--- src/rtl/gate_test_sequencer_pkg.sv ---
// Shared types and constants for the gate test sequencer.
package gate_test_pkg;

    // Sequencer states, 2-bit encoding
    typedef enum logic [1:0] {
        S_IDLE   = 2'd0,
        S_SETTLE = 2'd1,
        S_CHECK  = 2'd2,
        S_DONE   = 2'd3
    } state_t;

    // Truth tables, bit index = {A,B}
    localparam logic [3:0] TT_AND  = 4'b1000;
    localparam logic [3:0] TT_OR   = 4'b1110;
    localparam logic [3:0] TT_XOR  = 4'b0110;
    localparam logic [3:0] TT_NAND = 4'b0111;

    // Width of the settle counter and the error counter
    localparam int CNT_W = 4;
    localparam int ERR_W = 3;

endpackage

--- src/rtl/gate_test_sequencer_if.sv ---
// Bundles the run control, gate stimulus/response and result signals.
interface gate_test_sequencer_if;
    import gate_test_pkg::*;

    logic             start;
    logic             y;
    logic             a;
    logic             b;
    logic             busy;
    logic             done;
    logic             pass;
    logic [ERR_W-1:0] errCount;
    logic [3:0]       failVec;

    // The controlling side requests runs and returns the gate output
    modport master (
        output start, y,
        input  a, b, busy, done, pass, errCount, failVec
    );

    // The sequencer side drives the gate inputs and reports results
    modport slave (
        input  start, y,
        output a, b, busy, done, pass, errCount, failVec
    );

endinterface

--- src/rtl/gate_test_sequencer_settle_counter.sv ---
// Loadable 4-bit down-counter that times how long each vector is held.
module settle_counter
    import gate_test_pkg::*;
(
    input  logic             i_clk,
    input  logic             i_rst_n,
    input  logic             i_load,
    input  logic [CNT_W-1:0] i_loadValue,
    input  logic             i_enable,
    output logic             o_zero
);

    logic [CNT_W-1:0] r_count;

    // Load has priority over counting; the counter parks at zero
    always_ff @(posedge i_clk or negedge i_rst_n) begin
        if (!i_rst_n) begin
            r_count <= '0;
        end else if (i_load) begin
            r_count <= i_loadValue;
        end else if (i_enable && (r_count != '0)) begin
            r_count <= r_count - 1'b1;
        end
    end

    assign o_zero = (r_count == '0);

endmodule

--- src/rtl/gate_test_sequencer.sv ---
// Walks a 2-input gate through 00,01,10,11 and checks it against a truth table.
module gate_test_sequencer
    import gate_test_pkg::*;
#(
    parameter logic [3:0] EXPECTED      = TT_AND,
    parameter int         SETTLE_CYCLES = 2
) (
    input  logic                 i_clk,
    input  logic                 i_rst_n,
    gate_test_sequencer_if.slave bus
);

    localparam logic [CNT_W-1:0] RELOAD = CNT_W'(SETTLE_CYCLES - 1);

    state_t           r_state;
    state_t           w_stateNext;
    logic [1:0]       r_idx;
    logic             r_a;
    logic             r_b;
    logic             r_pass;
    logic [ERR_W-1:0] r_errCount;
    logic [3:0]       r_failVec;

    logic             w_cntLoad;
    logic             w_cntEnable;
    logic             w_cntZero;
    logic             w_clear;
    logic             w_sample;
    logic             w_mismatch;
    logic [ERR_W-1:0] w_errNext;

    settle_counter u_settle (
        .i_clk       (i_clk),
        .i_rst_n     (i_rst_n),
        .i_load      (w_cntLoad),
        .i_loadValue (RELOAD),
        .i_enable    (w_cntEnable),
        .o_zero      (w_cntZero)
    );

    // Compare Y with the table; an unknown Y falls into the mismatch branch
    always_comb begin
        w_mismatch = 1'b1;
        if (bus.y == EXPECTED[r_idx]) begin
            w_mismatch = 1'b0;
        end
        w_errNext = r_errCount + {{(ERR_W-1){1'b0}}, w_mismatch};
    end

    // State register
    always_ff @(posedge i_clk or negedge i_rst_n) begin
        if (!i_rst_n) begin
            r_state <= S_IDLE;
        end else begin
            r_state <= w_stateNext;
        end
    end

    // Next-state and control decode; START only matters in IDLE and DONE
    always_comb begin
        w_stateNext = r_state;
        w_cntLoad   = 1'b0;
        w_cntEnable = 1'b0;
        w_clear     = 1'b0;
        w_sample    = 1'b0;
        case (r_state)
            S_IDLE, S_DONE: begin
                if (bus.start) begin
                    w_clear     = 1'b1;
                    w_cntLoad   = 1'b1;
                    w_stateNext = S_SETTLE;
                end
            end
            S_SETTLE: begin
                if (w_cntZero) begin
                    w_stateNext = S_CHECK;
                end else begin
                    w_cntEnable = 1'b1;
                end
            end
            S_CHECK: begin
                w_sample = 1'b1;
                if (r_idx == 2'd3) begin
                    w_stateNext = S_DONE;
                end else begin
                    w_cntLoad   = 1'b1;
                    w_stateNext = S_SETTLE;
                end
            end
            default: begin
                w_stateNext = S_IDLE;
            end
        endcase
    end

    // Vector index, gate drive and result registers; all update on START or leaving CHECK
    always_ff @(posedge i_clk or negedge i_rst_n) begin
        if (!i_rst_n) begin
            r_idx      <= 2'd0;
            r_a        <= 1'b0;
            r_b        <= 1'b0;
            r_pass     <= 1'b0;
            r_errCount <= '0;
            r_failVec  <= 4'd0;
        end else if (w_clear) begin
            r_idx      <= 2'd0;
            r_a        <= 1'b0;
            r_b        <= 1'b0;
            r_pass     <= 1'b0;
            r_errCount <= '0;
            r_failVec  <= 4'd0;
        end else if (w_sample) begin
            r_errCount <= w_errNext;
            if (w_mismatch) begin
                r_failVec[r_idx] <= 1'b1;
            end
            if (r_idx == 2'd3) begin
                r_a    <= 1'b0;
                r_b    <= 1'b0;
                r_pass <= (w_errNext == '0);
            end else begin
                r_idx      <= r_idx + 2'd1;
                {r_a, r_b} <= r_idx + 2'd1;
            end
        end
    end

    assign bus.a        = r_a;
    assign bus.b        = r_b;
    assign bus.busy     = (r_state == S_SETTLE) || (r_state == S_CHECK);
    assign bus.done     = (r_state == S_DONE);
    assign bus.pass     = r_pass;
    assign bus.errCount = r_errCount;
    assign bus.failVec  = r_failVec;

endmodule

--- src/flat_wrapper.sv ---
// flat-port wrapper written by rule: the top's interface ports become plain ports
module gate_test_sequencer_flat import gate_test_pkg::*;
#(
    parameter logic [3:0] EXPECTED      = TT_AND,
    parameter int         SETTLE_CYCLES = 2
)
  (i_clk, i_rst_n, bus_start, bus_y, bus_a, bus_b, bus_busy, bus_done, bus_pass, bus_errCount, bus_failVec);
  gate_test_sequencer_if bus_i ();
  input  logic i_clk;
  input  logic i_rst_n;
  input wire logic [$bits(bus_i.start)-1:0] bus_start;
  input wire logic [$bits(bus_i.y)-1:0] bus_y;
  output wire logic [$bits(bus_i.a)-1:0] bus_a;
  output wire logic [$bits(bus_i.b)-1:0] bus_b;
  output wire logic [$bits(bus_i.busy)-1:0] bus_busy;
  output wire logic [$bits(bus_i.done)-1:0] bus_done;
  output wire logic [$bits(bus_i.pass)-1:0] bus_pass;
  output wire logic [$bits(bus_i.errCount)-1:0] bus_errCount;
  output wire logic [$bits(bus_i.failVec)-1:0] bus_failVec;
  assign bus_i.start = bus_start;
  assign bus_i.y = bus_y;
  assign bus_a = bus_i.a;
  assign bus_b = bus_i.b;
  assign bus_busy = bus_i.busy;
  assign bus_done = bus_i.done;
  assign bus_pass = bus_i.pass;
  assign bus_errCount = bus_i.errCount;
  assign bus_failVec = bus_i.failVec;
  gate_test_sequencer #(.EXPECTED(EXPECTED), .SETTLE_CYCLES(SETTLE_CYCLES)) u_core (.i_clk(i_clk), .i_rst_n(i_rst_n), .bus(bus_i));
endmodule
--- config.mk ---
export PLATFORM = sky130hd
export DESIGN_NAME = gate_test_sequencer_flat
export DESIGN_NICKNAME = d
export VERILOG_FILES = /design/src/rtl/gate_test_sequencer_pkg.sv /design/src/rtl/gate_test_sequencer_if.sv /design/src/rtl/gate_test_sequencer_settle_counter.sv /design/src/rtl/gate_test_sequencer.sv /design/src/flat_wrapper.sv
export SDC_FILE = /design/constraint.sdc
export NUM_CORES = 1
export LEC_CHECK = 0
export CAP_MARGIN = 20
export CORE_MARGIN = 2
export CORE_UTILIZATION = 51
export CTS_CLUSTER_SIZE = 40
export DETAILED_ROUTE_END_ITERATION = 16
export PLACE_DENSITY = 0.86
export SLEW_MARGIN = 20
export SYNTH_ARGS = -nofsm -noshare
export SYNTH_HDL_FRONTEND = slang
export SYNTH_SLANG_ARGS = --single-unit
--- constraint.sdc ---
create_clock -name i_clk -period 2.6 [get_ports i_clk]
set_input_delay 0.39 -clock i_clk [delete_from_list [all_inputs] [get_ports i_clk]]
set_output_delay 0.39 -clock i_clk [all_outputs]
set_load 0.01 [all_outputs]
==> flow_summary.json, run 1 <==
{
  "dr_total_vias": 726,
  "grt_max_degree": 19,
  "antenna_found_initial": 0,
  "worstPathCellList": "inv_1 -> ha_1 -> inv_1 -> clkdlybuf4s50_1",
  "post-cts-setup-buffers": 0,
  "synthArstFlopShare_pct": 100,
  "min_to": "u_core.bus.failVec[2]$_DFFE_PN0P_",
  "htree_levels": 1,
  "synth.most_common_cell": "dfrtp_1",
  "io_buffers": 15,
  "period_share_pct": 84.3,
  "drc": 0,
  "synth_edf_count": 0,
  "syn_area_per_cell_um2": 10.8,
  "finalCriticalPeriod_ps": 2190,
  "area_delta_synth_final_pct": 20.4,
  "num_antenna_cells": 0,
  "required_ps": 2210,
  "n_fill_cell": 148,
  "synth_warnings": 0,
  "slew_headroom_pct": 47.1,
  "die-width_um": 48.4,
  "grt_pass1_wl_um": 3190,
  "crit_path_end_kind": "output pin",
  "whs_path_depth": 2,
  "p_leak_nw": 0.567,
  "ys_ff_latch": 18,
  "finalWeightedCongestion": 0.802,
  "postRouteAntennaNets": 0,
  "grt_pass1_vias": 720,
  "clk_pin_slew_worst_paths_ps": 110,
  "nNetsFinal": 125,
  "ys.flop_type": "dfrtp_1",
  "startpoint_type": "flop",
  "tns_ps": 0,
  "die_y_um": 48.4,
  "hold_buffers": 0,
  "hold_viol_final": 0,
  "grt_setup_unrepaired": "no",
  "ioPinCount": 16,
  "clock_path_buffers": 2,
  "fin_skew_ps": 3.26,
  "cts_root_buf": "clkbuf_4",
  "hp-class": "flop to flop",
  "grt_usage_pct": 17.0,
  "utilization_pct": 63.7,
  "wl_per_cell_um": 13.2,
  "cp_common_cell": "inv_1",
  "cts.sinks": 18,
  "rrSetupSlack_ps": 420,
  "dp_hpwl_um": 1340,
  "setup_viol": 0,
  "netlist_instances": 93,
  "critPathMaxStageDelay_ps": 540,
  "max-cap-violations": 0,
  "r2r-start": "u_core.r_idx[0]$_DFFE_PN0P_",
  "initialDrtViolationCount": 14,
  "worst-setup-path-type": "flop to output pin",
  "core_mm2": 0.00190,
  "synth_top_area_share_pct": 44.7,
  "rr_endpoint": "u_core.bus.pass$_DFFE_PN0P_",
  "gr-total-overflow": 0,
  "powerDensity_mw_per_mm2": 1120,
  "worst_pin_slew_ps": 792,
  "min_from": "u_core.bus.failVec[2]$_DFFE_PN0P_",
  "ys_top_cells_by_count": "18 x dfrtp_1, 11 x ha_1, 10 x nor2_1",
  "vias_per_cell": 5.34,
  "crit_arrival_ps": 1800,
  "cts_tree": "done",
  "cp_max_fo": 4,
  "initial_core_util_pct": 53.0,
  "cp_slowest_cell": "clkdlybuf4s50_1",
  "firstDrtPassIters": 4,
  "cts_resized": 0,
  "drive_above_1_share_pct": 10.1,
  "synth_cell_types": 31,
  "syn_nets": 108,
  "num_rows": 16,
  "clk_latency_ps": 300,
  "yosysSeqAreaShare_pct": 44.7,
  "wl_um": 1790,
  "cts_buffers": 3,
  "syn-cell-area_mm2": 0.00101,
  "synth_area_leader_cell": "dfrtp_1",
  "netlist_top_cells_area": "dfrtp_1 45%, ha_1 14%, mux2i_1 6.0%, nor2_1 3.7%, inv_1 3.0%",
  "slew_violations": 0,
  "status": "completed",
  "fmax_ghz": 0.456,
  "die-area_mm2": 0.00235,
  "max-vdd-ir-drop_uv": 627,
  "ff2ff_path_depth": 6
}
worst max-delay path by stage:
stage,start,endpoint,cells past startpoint,slack (ps)
3_5_place_dp,bus_y,u_core.bus.pass$_DFFE_PN0P_,6,210
4_1_cts,u_core.r_state[0]$_DFFE_PN0P_,bus_busy,4,390
5_1_grt,u_core.r_idx[0]$_DFFE_PN0P_,u_core.bus.pass$_DFFE_PN0P_,6,310
3_3_place_gp,bus_y,u_core.bus.pass$_DFFE_PN0P_,6,270
2_1_floorplan,u_core.r_idx[0]$_DFFE_PN0P_,u_core.bus.pass$_DFFE_PN0P_,6,590
6_report,u_core.r_state[0]$_DFFE_PN0P_,bus_busy,4,410
flip-flops by register name (all words and copies together) (netlist names):
| register | flops |
|---|---|
| u_core.r_state | 2 |
| u_core.bus.pass | 1 |
| u_core.bus.failVec | 4 |
| u_core.bus.errCount | 3 |
| u_core.u_settle.r_count | 4 |
| u_core.r_idx | 2 |
| u_core.bus.a | 1 |
| u_core.bus.b | 1 |
critical path, delay by kind of cell (launching register included):
family / cells / cell delay, ps
buffers and inverters: 3 / 730
DFF: 1 / 420
adders and majority gates: 1 / 350
through the flow:
step / worst slack [ps] / cells / power, mW / area, µm² / hold slack [ps]
floorplan: 587 / 93 / 0.964 / 1010 / 94.4
global placement: 267 / 132 / 1.15 / 1180 / 491
detailed placement: 210 / 132 / 1.18 / 1180 / 497
CTS: 395 / 136 / 1.36 / 1210 / 520
global route: 314 / 136 / 1.46 / 1210 / 574
finish: 408 / 136 / 1.35 / 1210 / 517
placed cells by master, fill, tap and decap left out, drive strengths merged, types with 2 or more instances in the layout:
| cell | n |
|---|---|
| a2bb2oi | 2 |
| a21oi | 5 |
| a31oi | 3 |
| clkdlybuf4s50 | 15 |
| ha | 11 |
| nor2 | 10 |
| dfrtp | 18 |
| nand2b | 3 |
| nand2 | 5 |
| clkbuf | 4 |
| xor2 | 3 |
| nor2b | 2 |
| and2 | 2 |
| mux2i | 6 |
| inv | 8 |
layer usage:
layer  up-vias  track usage [%]  part of all wire (%)
met4         0             7.14                   2.4
li1        351                -                     -
met5         -                0                     0
met2        11             27.3                    48
met1       359             23.5                    48
met3         5             2.16                   2.0
power by group:
part / internal [mW] / switching, mW / leakage (nW) / total, mW
Sequential: 0.371 / 0.0772 / 0.239 / 0.449
Combinational: 0.355 / 0.371 / 0.307 / 0.726
Clock: 0.0855 / 0.0944 / 0.0210 / 0.180
kinds of logic (layout without fill, tap and decap cells):
| logic type | count (synthesis) | count (layout) | share of synthesized area, % |
|---|---|---|---|
| buffers and inverters | 11 | 27 | 4.47 |
| adder cells (fa/ha/maj) | 11 | 11 | 13.7 |
| XOR/XNOR | 3 | 3 | 2.61 |
| multiplexers | 6 | 6 | 5.96 |
| flip-flops | 18 | 18 | 44.7 |
| AND/OR/NAND/NOR | 27 | 27 | 14.7 |
| AO/OA/AOI/OAI | 17 | 17 | 13.9 |
final cells by class:
class,count,area (µm²),area share [%]
Multi-Input combinational cell,64,512,42.2
Sequential cell,18,450,37.2
Timing Repair Buffer,15,150,12.4
Clock buffer,4,36.3,2.99
Tap cell,27,33.8,2.79
Inverter,8,30.0,2.48
Power figures use the tool's default switching activity.
==> run 2: changes to the inputs <==
- clock period: 2.6 -> 2.2 ns (I/O delays scaled with it)
==> run 2 against run 1 <==
Compared with the run above: routed wire length increased by 4.5%; clock power decreased by 11%; clock skew rose by 0.98 ps; via count increased by 2.6%; critical path depth unchanged; final cell count is 3.7% higher; combinational power increased by 25%; global-route usage fell by 0.11 points; sequential share of layout area shrank 0.93 points; sequential power is 18% higher; largest cell class unchanged; largest power group unchanged.
==> flow_summary.json, run 2 (synthesis gave the netlist of run 1 again) <==
{
  "crit_arrival_ps": 1800,
  "p_leak_nw": 0.589,
  "multi_input_area_um2": 512,
  "slew_violations": 0,
  "dr_total_vias": 745,
  "startpoint_type": "flop",
  "firstDrtPassIters": 4,
  "mostFrequentLayoutCell": "dfrtp_1",
  "grt_pass1_vias": 730,
  "r2r-start": "u_core.r_idx[0]$_DFFE_PN0P_",
  "vias_per_cell": 5.28,
  "cts.sinks": 18,
  "finalWeightedCongestion": 0.790,
  "power_mw": 1.60,
  "cts_resized": 0,
  "die_y_um": 48.4,
  "status": "completed",
  "powerDensity_mw_per_mm2": 1280,
  "rrSetupSlack_ps": 150,
  "final_cell_mix": "18 x dfrtp_1, 15 x clkdlybuf4s50_1, 11 x ha_1",
  "dp_hpwl_um": 1390,
  "core_mm2": 0.00190,
  "cts_root_buf": "clkbuf_4",
  "drive_above_1_share_pct": 14.0,
  "die-width_um": 48.4,
  "grt_usage_pct": 16.9,
  "nNetsFinal": 131,
  "clock_path_buffers": 2,
  "ioPinCount": 16,
  "critPathCapture": "bus_busy",
  "rr_endpoint": "u_core.bus.pass$_DFFE_PN0P_",
  "hold_buffers": 0,
  "drc": 0,
  "max-vdd-ir-drop_uv": 711,
  "n_fill_cell": 156,
  "clk_latency_ps": 290,
  "wl_per_cell_um": 13.3,
  "area_delta_synth_final_pct": 23.5,
  "worst_pin_slew_ps": 407,
  "finalCriticalPeriod_ps": 2130,
  "num_rows": 16,
  "period_share_pct": 96.6,
  "utilization_pct": 65.4,
  "fin_hold_ws_ps": 364,
  "antenna_found_initial": 0,
  "clk_pin_slew_worst_paths_ps": 100,
  "hold_viol_final": 0,
  "hp-class": "primary input to asynchronous set/reset pin",
  "worst_slack_ps": 74.3,
  "grt_max_degree": 19,
  "register_area_um2": 450,
  "tns_ps": 0,
  "grt_setup_unrepaired": "no",
  "fin_skew_ps": 4.24,
  "cts_tree": "done",
  "htree_levels": 1,
  "pre_cts_ws_ps": -23.7,
  "worst-setup-path-type": "flop to output pin",
  "die-area_mm2": 0.00235,
  "cts_buffers": 3,
  "initial_core_util_pct": 53.0,
  "setup_viol": 0,
  "ff2ff_path_depth": 6,
  "postRouteAntennaNets": 0,
  "io_buffers": 15,
  "wl_um": 1870,
  "initialDrtViolationCount": 6,
  "cp_max_fo": 4,
  "gr-total-overflow": 0,
  "crit_path_end_kind": "output pin",
  "startpoint": "u_core.r_state[0]$_DFFE_PN0P_",
  "slew_headroom_pct": 72.8,
  "required_ps": 1870,
  "num_antenna_cells": 0,
  "max-cap-violations": 0,
  "fmax_ghz": 0.470,
  "grt_pass1_wl_um": 3100
}
==> run 2: metrics by stage <==
stage | instances | cell area [µm²]
after CTS | 139 | 1230
after global routing | 141 | 1240
after floorplan | 93 | 1010
after detailed placement | 136 | 1210
after global placement | 136 | 1210
final | 141 | 1240
==> run 2: repair_timing <==
item / in CTS / in global routing
hold endpoints to repair: 0 / 0
endpoints found under the setup margin: 0 / 1
setup buffers: 0 / 2
==> run 2: worst max-delay path: stages, from the launching register on <==
cell	delay, ps
dfrtp_1	410
inv_1	80
ha_1	350
inv_1	120
clkdlybuf4s50_1	550
==> run 2: routing by layer <==
metal / global-route usage (%) / vias up / part of all wire (%)
met1: 21.8 / 363 / 45
li1: - / 366 / -
met3: 3.09 / 3 / 2.9
met4: 5.71 / 0 / 0.32
met5: 0 / - / 0
met2: 28.7 / 13 / 51
==> run 2: layout make-up <==
cell class,count,share of cell area [%]
inverter,8,2.41
clock buffer,3,1.81
timing repair buffer,21,15.7
tap,27,2.72
multi-input combinational,64,41.1
sequential,18,36.2
==> run 2: worst min-delay path by stage <==
stage / to / start / slack (ps) / cells past startpoint
2_1_floorplan: u_core.bus.a$_DFFE_PN0P_ / i_rst_n / 30 / 0
3_3_place_gp: u_core.bus.failVec[2]$_DFFE_PN0P_ / u_core.bus.failVec[2]$_DFFE_PN0P_ / 470 / 2
3_5_place_dp: u_core.bus.failVec[0]$_DFFE_PN0P_ / u_core.bus.failVec[0]$_DFFE_PN0P_ / 490 / 2
4_1_cts: u_core.bus.failVec[2]$_DFFE_PN0P_ / i_rst_n / 370 / 2
5_1_grt: u_core.bus.failVec[2]$_DFFE_PN0P_ / i_rst_n / 380 / 2
6_report: u_core.bus.failVec[2]$_DFFE_PN0P_ / i_rst_n / 360 / 2
==> run 2: report_power, final <==
| part | switching [mW] | internal, mW | total, mW | leakage [nW] |
|---|---|---|---|---|
| sequential | 0.0887 | 0.439 | 0.528 | 0.239 |
| clock | 0.0972 | 0.0636 | 0.161 | 0.0138 |
| combinational | 0.450 | 0.457 | 0.908 | 0.336 |
| total | 0.636 | 0.960 | 1.60 | 0.589 |
